`src/rtl/pattern_detect_mac.sv`:
```
// Pipelined signed multiply / multiply-accumulate with masked pattern detection,
// pattern-bar / past-detect flags, auto-reset-on-match and signed overflow reporting.
module pattern_detect_mac #(
  parameter int A_W = 11,
  parameter int B_W = 11,
  parameter int P_W = 24
) (
  input  logic           clk,
  input  logic           rst_n,
  input  logic           in_valid,
  input  logic [A_W-1:0] a,
  input  logic [B_W-1:0] b,
  input  logic           mode,
  input  logic           clr_acc,
  input  logic           autoreset_en,
  input  logic [P_W-1:0] pattern,
  input  logic [P_W-1:0] mask,
  output logic           out_valid,
  output logic [P_W-1:0] p,
  output logic           pat_det,
  output logic           patb_det,
  output logic           pat_det_past,
  output logic           ones_o,
  output logic           overflow,
  output logic           ovf_sticky
);

  logic           v1_q, v2_q, v3_q;
  logic [A_W-1:0] a_q;
  logic [B_W-1:0] b_q;
  logic           mode1_q, clr1_q, mode2_q, clr2_q, clr3_q;
  logic [P_W-1:0] m_q, m_d;
  logic [P_W-1:0] p3_q, p3_d, base_s, sum_s;
  logic           ovf3_q, ovf_s, match_p3_s;
  logic [P_W-1:0] p_q;
  logic           out_valid_q, pat_q, patb_q, past_q, ones_q, ovf_q, sticky_q;
  logic           pat_s, patb_s, ones_s, sticky_d;
  logic [P_W-1:0] a_ext_s, b_ext_s;

  // Stage 1: operand capture; data registers only load on a valid slot
  always_ff @(posedge clk or negedge rst_n) begin
    if (!rst_n) begin
      v1_q    <= 1'b0;
      a_q     <= '0;
      b_q     <= '0;
      mode1_q <= 1'b0;
      clr1_q  <= 1'b0;
    end else begin
      v1_q <= in_valid;
      if (in_valid) begin
        a_q     <= a;
        b_q     <= b;
        mode1_q <= mode;
        clr1_q  <= clr_acc;
      end
    end
  end

  // Sign-extend both operands to P_W first so the truncated product is exact
  assign a_ext_s = {{(P_W-A_W){a_q[A_W-1]}}, a_q};
  assign b_ext_s = {{(P_W-B_W){b_q[B_W-1]}}, b_q};
  assign m_d     = a_ext_s * b_ext_s;

  // Stage 2: product register
  always_ff @(posedge clk or negedge rst_n) begin
    if (!rst_n) begin
      v2_q    <= 1'b0;
      m_q     <= '0;
      mode2_q <= 1'b0;
      clr2_q  <= 1'b0;
    end else begin
      v2_q <= v1_q;
      if (v1_q) begin
        m_q     <= m_d;
        mode2_q <= mode1_q;
        clr2_q  <= clr1_q;
      end
    end
  end

  // Stage 3 next state: base selection, wrap-around add and signed overflow
  always_comb begin
    match_p3_s = (((p3_q ^ pattern) & ~mask) == '0);
    base_s     = p3_q;
    ovf_s      = 1'b0;
    if (clr2_q || (autoreset_en && match_p3_s)) begin
      base_s = '0;
    end else begin
      base_s = p3_q;
    end
    sum_s = base_s + m_q;
    if (mode2_q) begin
      p3_d  = sum_s;
      ovf_s = (base_s[P_W-1] == m_q[P_W-1]) && (sum_s[P_W-1] != base_s[P_W-1]);
    end else begin
      p3_d  = m_q;
      ovf_s = 1'b0;
    end
  end

  // Stage 3: accumulator register
  always_ff @(posedge clk or negedge rst_n) begin
    if (!rst_n) begin
      v3_q   <= 1'b0;
      p3_q   <= '0;
      ovf3_q <= 1'b0;
      clr3_q <= 1'b0;
    end else begin
      v3_q <= v2_q;
      if (v2_q) begin
        p3_q   <= p3_d;
        ovf3_q <= ovf_s;
        clr3_q <= clr2_q;
      end
    end
  end

  // Stage 4 compares evaluated on the accumulator with the live pattern/mask
  always_comb begin
    pat_s    = (((p3_q ^ pattern) & ~mask) == '0);
    patb_s   = (((p3_q ^ ~pattern) & ~mask) == '0);
    ones_s   = ((p3_q | mask) == {P_W{1'b1}});
    sticky_d = (clr3_q ? 1'b0 : sticky_q) | ovf3_q;
  end

  // Stage 4: registered result and flags, held across bubbles
  always_ff @(posedge clk or negedge rst_n) begin
    if (!rst_n) begin
      out_valid_q <= 1'b0;
      p_q         <= '0;
      pat_q       <= 1'b0;
      patb_q      <= 1'b0;
      past_q      <= 1'b0;
      ones_q      <= 1'b0;
      ovf_q       <= 1'b0;
      sticky_q    <= 1'b0;
    end else begin
      out_valid_q <= v3_q;
      if (v3_q) begin
        p_q      <= p3_q;
        pat_q    <= pat_s;
        patb_q   <= patb_s;
        past_q   <= pat_q;
        ones_q   <= ones_s;
        ovf_q    <= ovf3_q;
        sticky_q <= sticky_d;
      end
    end
  end

  assign out_valid    = out_valid_q;
  assign p            = p_q;
  assign pat_det      = pat_q;
  assign patb_det     = patb_q;
  assign pat_det_past = past_q;
  assign ones_o       = ones_q;
  assign overflow     = ovf_q;
  assign ovf_sticky   = sticky_q;

endmodule

```
`config.mk`:
```
export PLATFORM = sky130hd
export DESIGN_NAME = pattern_detect_mac
export DESIGN_NICKNAME = d
export VERILOG_FILES = /design/src/rtl/pattern_detect_mac.sv
export SDC_FILE = /design/constraint.sdc
export NUM_CORES = 1
export LEC_CHECK = 0
export CORE_MARGIN = 4
export CORE_UTILIZATION = 36
export CTS_BUF_LIST = sky130_fd_sc_hd__clkbuf_4 sky130_fd_sc_hd__clkbuf_8
export DETAILED_ROUTE_END_ITERATION = 7
export DONT_BUFFER_PORTS = 1
export SETUP_SLACK_MARGIN = 0.1
export SKIP_CTS_REPAIR_TIMING = 1
export SYNTH_ARGS = -nofsm -noshare
export SYNTH_HDL_FRONTEND = slang
export SYNTH_SLANG_ARGS = --single-unit
```
`constraint.sdc`:
```
create_clock -name clk -period 7.02 [get_ports clk]
set_clock_uncertainty 0.1 [all_clocks]
set_input_delay 1.404 -clock clk [delete_from_list [all_inputs] [get_ports clk]]
set_output_delay 1.404 -clock clk [all_outputs]
set_load 0.02 [all_outputs]
```
==> results_dict.tcl <==
set metrics [dict create \
    yosysMostFrequentCell "inv_1" \
    drc_errors 0 \
    holdPathStages 2 \
    overflow 0 \
    syn2layout_area_growth_pct 5.18 \
    h-tree-depth 3 \
    die_area_um2 32900 \
    hold_viol 0 \
    start_kind "flop" \
    drtPass1Iterations 5 \
    drt_iter0_drc 372 \
    cp_num_buf_inv 3 \
    antenna_left 0 \
    yosys-top-cells-count "189 x inv_1, 118 x fa_1, 108 x dfrtp_1" \
    clkTransAtPathRegs_ns 0.11 \
    die_width_um 181 \
    maxSlewViolCount 0 \
    synth_cell_types 62 \
    cts_root_buffer "clkbuf_8" \
    portBuffers 0 \
    synth-main-ff-cell "dfrtp_1" \
    cp-end-kind "flop" \
    synthCells 1126 \
    period_share 0.776 \
    dp_hpwl_um 19800 \
    syn_area_um2 10800 \
    synth_edf_count 0 \
    synth.area.top_cells "dfrtp_1 25%, fa_1 22%, ha_1 8.1%" \
    cp.arrival_ns 5.65 \
    path_max_fanout 12 \
    synth_seq_cells 108 \
    synthArstFlopShare 1.00 \
    path_depth 17 \
    slew_headroom 0.305 \
    avgRoutedWirePerCell_um 16.4 \
    hold_path_class "reg2reg" \
    grt_max_degree 109 \
    rows 63 \
    num-fill-cells 3030 \
    cpPeakStageDelay_ns 0.69 \
    timing.critical_path.mode_cell "fa_1" \
    rsz0062_at_grt "false" \
    track_usage 0.153 \
    clkLatencyLatePin_ns 0.41 \
    worstPathRequired_ns 7.23 \
    num_io_pins 107 \
    tightest_slew_ns 1.04 \
    slowest_stage "fa_1" \
    r2r_cells 17 \
    start_util 0.365 \
    synth_top_cell_area_share 0.250 \
    diodes 0 \
    cts-buffers-inserted 9 \
    crit_chain "nand2_1, fa_1, inv_1, fa_1, fa_1, fa_1, inv_1, fa_1, inv_1, ha_1, a21o_1, a21oi_2, a2bb2oi_1, o31ai_1, o31ai_2, xnor2_1, mux2_2" \
    crit_type "reg2reg" \
    viasPerCell 5.02 \
    clockBufferDepth 2 \
    clkSinkCount 108 \
    nNetsFinal 1361 \
    layout_min_cycle_time_ns 5.45 \
    drive_above_1_share 0.0962 \
    syn_area_per_cell_um2 9.60 \
    antenna_found_initial 0 \
    setup_viol_count_final 0 \
    place_congestion 0.887 \
    dieHeight_um 181 \
    cap_violations 0 \
    max_freq_mhz 184 \
    yosys.area.top_type "dfrtp_1" \
    cp_top_family "adder cells" \
    grt_pass1_wl_um 41300 \
    syn_nets 1390 \
    seq_area_frac_synth 0.250 \
    grt_pass1_vias 7801 \
    finalSetupTns_ns 0 \
    status "finished clean" \
    yosysWarnings 0 \
    cts_tree "yes" \
    totalWireLength_um 24400 \
    dr_total_vias 7494 \
    coreArea_um2 29600 \
]
cell usage in the layout, fill, tap and decap left out, drive strengths merged, types with 7 or more instances in the layout:
master / count
or3: 9
nor3: 11
o22ai: 18
dfrtp: 108
nand3: 12
nand4: 7
o21ai: 27
fa: 118
clkbuf: 10
nor2b: 7
a21o: 13
xnor2: 54
o211ai: 7
mux2i: 15
a21oi: 51
and2: 65
nand2: 79
nor2: 59
mux2: 71
ha: 70
inv: 193
nand2b: 21
cell families (layout without fill, tap and decap cells):
group / Yosys count / after routing / share of synthesized area
buf+inv: 237 / 213 / 0.0824
mux: 86 / 86 / 0.0878
xor+xnor: 59 / 59 / 0.0478
fa+ha+maj: 188 / 188 / 0.299
simple gates: 278 / 278 / 0.128
flops: 108 / 108 / 0.250
compound gates: 170 / 170 / 0.105
registers in the layout (all words and copies together) (netlist names), 11 cells and up:
| register | flops |
|---|---|
| p3_q | 24 |
| m_q | 22 |
| a_q | 11 |
| p | 24 |
| b_q | 11 |
path summary, 6_finish.rpt:
| path | slack [ns] | to | start |
|---|---|---|---|
| max | 1.57 | m_q[19]$_DFFE_PN0P_ | b_q[2]$_DFFE_PN0P_ |
| min in group asynchronous | 0.57 | p[2]$_DFFE_PN0P_ | rst_n |
| max reg2reg | 1.57 | m_q[19]$_DFFE_PN0P_ | b_q[2]$_DFFE_PN0P_ |
| min | 0.40 | mode2_q$_DFFE_PN0P_ | mode1_q$_DFFE_PN0P_ |
| min reg2reg | 0.40 | mode2_q$_DFFE_PN0P_ | mode1_q$_DFFE_PN0P_ |
| max in group asynchronous | 6.07 | b_q[2]$_DFFE_PN0P_ | rst_n |
worst min-delay path, cell delays in order (launching register included):
cell and delay, ns:
dfrtp_1 0.36, nand2_1 0.05, o21ai_0 0.06
cell type report:
| cell class | instances | area (µm²) | share of cell area |
|---|---|---|---|
| multi-input combinational | 781 | 7220 | 0.635 |
| sequential | 108 | 2700 | 0.238 |
| inverter | 192 | 721 | 0.0634 |
| tap | 390 | 488 | 0.0429 |
| clock buffer | 10 | 138 | 0.0121 |
| clock inverter | 6 | 67.6 | 0.00594 |
| timing repair buffer | 5 | 37.5 | 0.00330 |
per-layer routing:
metal | vias up | global-route usage | routed length (µm)
li1 | 3594 | - | -
met1 | 3708 | 0.216 | 11800
met2 | 175 | 0.244 | 10900
met3 | 17 | 0.0344 | 1490
met4 | 0 | 0.0270 | 230
met5 | - | 0 | 0
per-stage QoR:
stage	instance area, µm²	utilization	instances	setup WS, ns	hold slack [ns]
final	11400	0.384	1492	1.57	0.396
after floorplan	10800	-	1126	1.81	0.270
after global placement	11200	0.377	1476	1.59	0.368
after detailed placement	11200	0.377	1476	1.55	0.381
after CTS	11400	0.384	1492	1.56	0.405
after global routing	11400	0.384	1492	1.23	0.435
Power is not shown: default switching activity piles up to over one toggle a cycle in this logic, so the estimate is an artifact.
